===== src/rtl/apb_pkg.sv =====
// Shared types for the APB requester: FSM state encoding, protection width
// and the default-width request bundle used by SoC glue around the requester.
package apb_pkg;

    localparam int APB_PROT_W = 3;
    localparam int APB_ADDR_W = 32;
    localparam int APB_DATA_W = 32;
    localparam int APB_STRB_W = APB_DATA_W / 8;

    typedef enum logic [1:0] {
        IDLE   = 2'd0,
        SETUP  = 2'd1,
        ACCESS = 2'd2
    } apb_req_state_t;

    // One front-end request at the default bus widths.
    typedef struct packed {
        logic                  write;
        logic [APB_ADDR_W-1:0] addr;
        logic [APB_DATA_W-1:0] wdata;
        logic [APB_STRB_W-1:0] strb;
        logic [APB_PROT_W-1:0] prot;
    } apb_req_t;

endpackage


===== src/rtl/apb_wait_timer.sv =====
// ACCESS wait-state counter: cleared by load_i, advanced by inc_i, and
// expired_o flags the cycle on which one more wait would reach LIMIT.
module apb_wait_timer #(
    parameter int unsigned LIMIT = 16
) (
    input  logic clk,
    input  logic rst_n,
    input  logic load_i,
    input  logic inc_i,
    output logic expired_o
);

    localparam int unsigned CNT_W = $clog2(LIMIT + 1);

    logic [CNT_W-1:0] count_q;
    logic [CNT_W-1:0] count_d;

    // Clear on load, otherwise count waits and saturate at the limit.
    always_comb begin
        count_d = count_q;
        if (load_i) begin
            count_d = '0;
        end else if (inc_i && (count_q < CNT_W'(LIMIT))) begin
            count_d = count_q + 1'b1;
        end
    end

    // Counter register.
    always_ff @(posedge clk or negedge rst_n) begin
        if (!rst_n) begin
            count_q <= '0;
        end else begin
            count_q <= count_d;
        end
    end

    assign expired_o = (count_q == CNT_W'(LIMIT - 1));

endmodule


===== src/rtl/apb_requester.sv =====
// APB4 requester: accepts one valid/ready request at a time, runs it as an
// APB SETUP/ACCESS transfer with PREADY wait states and returns a one-cycle
// response pulse carrying read data and PSLVERR.
// Optional feature: define APB_REQUESTER_TIMEOUT_EN to abort an ACCESS phase
// that waits TIMEOUT_CYCLES cycles without PREADY (reported as an error).
module apb_requester
    import apb_pkg::*;
#(
    parameter int ADDR_WIDTH     = 32,
    parameter int DATA_WIDTH     = 32,
    parameter int TIMEOUT_CYCLES = 16
) (
    input  logic                    PCLK,
    input  logic                    PRESETn,
    // request front end
    input  logic                    req_valid,
    output logic                    req_ready,
    input  logic                    req_write,
    input  logic [ADDR_WIDTH-1:0]   req_addr,
    input  logic [DATA_WIDTH-1:0]   req_wdata,
    input  logic [DATA_WIDTH/8-1:0] req_strb,
    input  logic [APB_PROT_W-1:0]   req_prot,
    // response
    output logic                    rsp_valid,
    output logic [DATA_WIDTH-1:0]   rsp_rdata,
    output logic                    rsp_error,
    // APB
    output logic                    PSEL,
    output logic                    PENABLE,
    output logic                    PWRITE,
    output logic [ADDR_WIDTH-1:0]   PADDR,
    output logic [DATA_WIDTH-1:0]   PWDATA,
    output logic [DATA_WIDTH/8-1:0] PSTRB,
    output logic [APB_PROT_W-1:0]   PPROT,
    input  logic [DATA_WIDTH-1:0]   PRDATA,
    input  logic                    PREADY,
    input  logic                    PSLVERR
);

    localparam int STRB_W = DATA_WIDTH / 8;

    // Latched request at this instance's bus widths.
    typedef struct packed {
        logic                  write;
        logic [ADDR_WIDTH-1:0] addr;
        logic [DATA_WIDTH-1:0] wdata;
        logic [STRB_W-1:0]     strb;
        logic [APB_PROT_W-1:0] prot;
    } req_t;

    apb_req_state_t        state_q;
    apb_req_state_t        state_d;
    req_t                  req_q;
    req_t                  req_d;
    logic                  rsp_valid_q;
    logic                  rsp_valid_d;
    logic [DATA_WIDTH-1:0] rsp_rdata_q;
    logic [DATA_WIDTH-1:0] rsp_rdata_d;
    logic                  rsp_error_q;
    logic                  rsp_error_d;
    logic                  timeout;

`ifdef APB_REQUESTER_TIMEOUT_EN
    logic tmr_load;
    logic tmr_inc;
    logic tmr_expired;

    assign tmr_load = (state_q == SETUP);
    assign tmr_inc  = (state_q == ACCESS) && !PREADY;

    apb_wait_timer #(
        .LIMIT (TIMEOUT_CYCLES)
    ) u_wait_timer (
        .clk       (PCLK),
        .rst_n     (PRESETn),
        .load_i    (tmr_load),
        .inc_i     (tmr_inc),
        .expired_o (tmr_expired)
    );

    // Abort only when this wait would reach the limit; PREADY still wins.
    assign timeout = tmr_inc && tmr_expired;
`else
    // Without the timer the ACCESS phase waits for PREADY indefinitely.
    logic [31:0] unused_timeout_cycles;
    assign unused_timeout_cycles = 32'(TIMEOUT_CYCLES);
    assign timeout               = 1'b0;
`endif

    // Next-state, request capture and response generation.
    always_comb begin
        state_d     = state_q;
        req_d       = req_q;
        rsp_valid_d = 1'b0;
        rsp_rdata_d = rsp_rdata_q;
        rsp_error_d = rsp_error_q;
        unique case (state_q)
            IDLE: begin
                if (req_valid) begin
                    req_d.write = req_write;
                    req_d.addr  = req_addr;
                    req_d.wdata = req_wdata;
                    // Reads never present byte strobes on the bus.
                    req_d.strb  = req_write ? req_strb : '0;
                    req_d.prot  = req_prot;
                    state_d     = SETUP;
                end
            end
            SETUP: begin
                state_d = ACCESS;
            end
            ACCESS: begin
                if (PREADY) begin
                    state_d     = IDLE;
                    rsp_valid_d = 1'b1;
                    rsp_error_d = PSLVERR;
                    rsp_rdata_d = (!req_q.write && !PSLVERR) ? PRDATA : '0;
                end else if (timeout) begin
                    state_d     = IDLE;
                    rsp_valid_d = 1'b1;
                    rsp_error_d = 1'b1;
                    rsp_rdata_d = '0;
                end
            end
            default: begin
                state_d = IDLE;
            end
        endcase
    end

    // State, request and response registers.
    always_ff @(posedge PCLK or negedge PRESETn) begin
        if (!PRESETn) begin
            state_q     <= IDLE;
            req_q       <= '0;
            rsp_valid_q <= 1'b0;
            rsp_rdata_q <= '0;
            rsp_error_q <= 1'b0;
        end else begin
            state_q     <= state_d;
            req_q       <= req_d;
            rsp_valid_q <= rsp_valid_d;
            rsp_rdata_q <= rsp_rdata_d;
            rsp_error_q <= rsp_error_d;
        end
    end

    // PSEL/PENABLE decode straight from the state register so they fall
    // together with the asynchronous reset.
    assign req_ready = (state_q == IDLE);
    assign PSEL      = (state_q == SETUP) || (state_q == ACCESS);
    assign PENABLE   = (state_q == ACCESS);
    assign PWRITE    = req_q.write;
    assign PADDR     = req_q.addr;
    assign PWDATA    = req_q.wdata;
    assign PSTRB     = req_q.strb;
    assign PPROT     = req_q.prot;
    assign rsp_valid = rsp_valid_q;
    assign rsp_rdata = rsp_rdata_q;
    assign rsp_error = rsp_error_q;

endmodule


===== config.mk =====
export PLATFORM = sky130hd
export DESIGN_NAME = apb_requester
export DESIGN_NICKNAME = d
export VERILOG_FILES = /design/src/rtl/apb_pkg.sv /design/src/rtl/apb_wait_timer.sv /design/src/rtl/apb_requester.sv
export SDC_FILE = /design/constraint.sdc
export NUM_CORES = 1
export LEC_CHECK = 0
export CAP_MARGIN = 15
export CELL_PAD_IN_SITES_DETAIL_PLACEMENT = 0
export CELL_PAD_IN_SITES_GLOBAL_PLACEMENT = 1
export CORE_ASPECT_RATIO = 1.5
export CORE_MARGIN = 2
export CORE_UTILIZATION = 31
export CTS_CLUSTER_DIAMETER = 100
export DETAILED_ROUTE_END_ITERATION = 8
export GPL_TIMING_DRIVEN = 1
export PLACE_DENSITY = 0.85
export SYNTH_ARGS = -nofsm -noshare
export SYNTH_HDL_FRONTEND = slang
export SYNTH_HIERARCHICAL = 1
export SYNTH_SLANG_ARGS = --single-unit

===== constraint.sdc =====
create_clock -name PCLK -period 1.9 [get_ports PCLK]
set_clock_uncertainty 0.05 [all_clocks]
set_input_delay 0.285 -clock PCLK [delete_from_list [all_inputs] [get_ports PCLK]]
set_output_delay 0.285 -clock PCLK [all_outputs]
set_load 0.02 [all_outputs]

-- Yosys cells after proc, flatten, opt, wreduce, memory -nomap -nowiden
Index checks and enable logic that the tools add are counted.
- output and inout bits: 109
- bits of input ports: 109
- register bits: 108
- multiplexer cells: 7
- reductions and logical operators: 8
- equality and inequality tests: 4
- operator list (cell ; number):
    2-to-1 mux 32 bit ; 1
    case mux 2 bit (3 select lines) ; 1
    AND reduction 2 bit ; 3
    2-to-1 mux 2 bit ; 2
    2-to-1 mux 4 bit ; 1
    == test 2 x 1 -> 1 bit (second input constant) ; 1
    == test 2 bit (second input constant) ; 1
    zero test 1 bit ; 2
    zero test 2 bit ; 1
    2-to-1 mux 1 bit ; 2
    != test 2 x 1 -> 1 bit (second input constant) ; 1
    != test 2 bit (second input constant) ; 1
    logical AND 1 bit ; 1
    logical OR 1 bit ; 1

-- Depth between registers and ports, before layout
- word-level depth: 3
- mapped depth: 7
- gate-level depth less buffers: 5

-- Worst setup path before layout
OpenSTA, ideal clock, no wires.
- kind: reg-to-reg
- start point: register state_q[0]
- end point: register req_q, in the netlist PADDR[0]
- path buffers: 2
- cell stages (with the launch flop): 7
- slack: 231 ps
- arrival time: 1494 ps
- path through: dfrtp_1 inv_1 ha_1 nand2_1 buf_6 buf_6 mux2_4
- cells in the longest elaborated chain, start to end: 2
- ends and longest elaborated chain (element ; line ; RTL):
    start: declaration ; apb_requester.sv:51 ; apb_req_state_t state_q;
    start signal: assignment ; apb_requester.sv:140 ; state_q <= state_d;
    zero test 2 bit ; - ;
    named net req_ready ; apb_requester.sv:17 ; output logic req_ready,
    AND reduction 2 bit (no line) ; - ;
    end signal: assignment ; apb_requester.sv:141 ; req_q <= req_d;
    end: declaration ; apb_requester.sv:53 ; req_t req_q;
The timed path passes the listed nets, and every way through them passes these cells.
A chain may end at the register's enable or synchronous reset.

-- Worst setup path after layout
- start point: register state_q[1]
- end point: output port req_ready
- cells in the longest elaborated chain, start to end: 1
- ends and longest elaborated chain (element ; line ; RTL):
    zero test 2 bit ; apb_requester.sv:150 ; assign req_ready = (state_q == IDLE);
    end: declaration ; apb_requester.sv:17 ;
No other way between the ends.

==> results.yml <==
logic_synthesis:
  synthCells: 250
  synth_ff_type: "dfrtp_1"
  netlist.area_leader.share_pct: 65.3
  synth-seq-cells: 108
  yosysSeqAreaShare_pct: 65.3
  synth_cell_types: 16
  yosysTopAreaCell: "dfrtp_1"
  synth_fp_nets: 362
  synth_area_sq_um: 4140
  synthTopCellsByCount: "dfrtp_1, mux2_2, a22o_1, mux2_4, nand2_1"
  synth_most_common_cell: "dfrtp_1"
  synth_area_leaders: "dfrtp_1, mux2_4, mux2_2"
  syn_avg_cell_area_sq_um: 16.6
  synth_warnings: 6
  synthArstFlopShare_pct: 100
  synth_edf_count: 0
clock_tree:
  cts_buffers: 9
  cts_tree: "built"
  cts.sinks: 108
  clk_latency_ps: 330
  htree_levels: 3
  post_cts_buffers: 0
  clk_path_buf_depth: 2
  clockRootBuffer: "clkbuf_16"
  path_clk_slew_ps: 70
sta:
  worstMarginPinSlew_ps: 585
  tns_ps: 0
  relSlewSlack_pct: 61.0
  hold_viol: 0
  max_freq_mhz: 561
  setup_viol: 0
  rsz0062_at_grt: "false"
  drv_slew: 0
  timing.final.crit_share_pct: 93.9
  min_period_ps: 1780
outcome:
  status: "finished, final reports clean"
cells_and_area:
  final_util_pct: 52.4
  multiInputGateArea_sq_um: 1330
  ff_latch_area_sq_um: 2700
  nets: 584
  area_growth_pct: 64.6
  fin_cells: 635
  n_fill_cell: 1157
  drive_above_1_share_pct: 20.0
  insertedDiodeCount: 0
global_route:
  grt_pass1_vias: 3305
  track_usage_pct: 15.6
  grt_max_degree: 109
  grt_pass1_wl_microns: 17700
  gr-total-overflow: 0
  grt_antenna_before_repair: 0
floorplanning:
  fp.dieH_microns: 146
  core_area_sq_um: 13000
  fp.dieW_microns: 98.4
  row_count: 51
  start_util_pct: 31.8
  die_area_sq_um: 14300
  pin_count: 218
routing:
  routed_via_density: 4.68
  vias: 2969
  totalWireLength_microns: 11300
  wl_per_cell_microns: 17.8
  drtPass1Iterations: 4
  drt-initial-drc-count: 84
  post-route-drc-count: 0
  ant_nets: 0
placed_design:
  gp_congestion: 0.787
  hpwl_microns: 8400
  placedCellCount: 619
  port_buffers: 217
setup_path:
  worstSetupStartpointType: "register"
  criticalPathCategory: "register to output port"
  critPathMaxFanout: 4
  cp.arrival_ps: 1450
  crit_required_ps: 1560
  critPathCaptureType: "output port"
power_and_ir_drop:
  ir_drop_v: 0.000740
  power_leakage_nw: 3.00
  power_mw: 11.6
  power_density_nw_per_um2: 1710
min_path:
  hp-class: "register to register"
run:
  drv_cap: 0
==> logic make-up after synthesis <==
logic type / synth area share (%)
adder cells (fa/ha/maj): 0.906
buffers and inverters: 2.72
AO/OA/AOI/OAI: 7.67
multiplexers: 21.9
flip-flops: 65.3
AND/OR/NAND/NOR: 1.51
==> critical path, stage by stage (launching register included) <==
cell and delay, ps:
dfrtp_1 400, inv_1 90, ha_1 250, dlygate4sd2_1 370
==> placed cells by master (no fill, tap or decap), types with 3 or more instances in the layout <==
master           count
a22o_1              32
buf_12               5
buf_4                3
clkbuf_16            9
clkdlybuf4s50_1    213
dfrtp_1            108
dlygate4sd2_1        3
ha_1                 3
inv_1                4
mux2_2              38
mux2_4              32
nand2_1              8
o21ai_0              5
==> sequential cells by signal, summed over array words and instances (netlist names) <==
| signal | flops |
|---|---|
| PADDR | 32 |
| PWDATA | 32 |
| rsp_rdata | 32 |
| PSTRB | 4 |
| PPROT | 3 |
| state_q | 2 |
| PWRITE | 1 |
| rsp_error | 1 |
| rsp_valid | 1 |
==> worst paths after layout <==
| check | start | to | slack [ps] | cells past startpoint |
|---|---|---|---|---|
| worst min-delay path | PSTRB[2] | PSTRB[2] | 440 | 2 |
| worst min register to register | PSTRB[2] | PSTRB[2] | 440 | 2 |
| worst max register to register | state_q[1] | PWDATA[10] | 280 | 5 |
| max in group asynchronous | PRESETn | PWDATA[6] | 830 | 3 |
| min in group asynchronous | PRESETn | rsp_rdata[24] | 500 | 3 |
| worst max-delay path | state_q[1] | req_ready | 120 | 3 |
==> through the flow <==
step	worst slack, ps	hold WS (ps)	instance area [sq um]
4_1_cts	76.2	438	6820
3_3_place_gp	205	351	6540
3_5_place_dp	165	361	6540
5_1_grt	22.9	447	6820
2_1_floorplan	231	-60.6	4140
6_report	116	439	6820
==> report_power, final <==
group	switching (mW)	total [mW]	internal (mW)	leakage, nW
logic	2.67	5.93	3.25	1.54
clock network	0.826	1.75	0.929	0.129
registers	0.578	3.95	3.37	1.33
total	4.08	11.6	7.55	3.00
==> area by class of cell <==
cell class                 count  share of cell area, %
clock buffer                  11                   3.56
clock inverter                 4                  0.477
inverter                       4                  0.220
multi-input combinational    124                   19.6
sequential                   108                   39.6
tap                          159                   2.92
timing repair buffer         225                   33.6
==> timing repair <==
action                                 4_1_cts  5_1_grt
endpoints found under the hold margin       15        0
setup endpoints to repair                    3        0
hold buffers                                 1        0
resized for setup                            3        0
==> layer usage <==
| metal | share of wire, % | track usage, % | vias to the layer above |
|---|---|---|---|
| met5 | 0 | 0 | - |
| li1 | - | - | 1329 |
| met2 | 54 | 28.5 | 126 |
| met1 | 37 | 16.9 | 1492 |
| met3 | 5.7 | 4.18 | 22 |
| met4 | 3.1 | 6.03 | 0 |
Note: power is estimated with default switching activity, not from simulation.
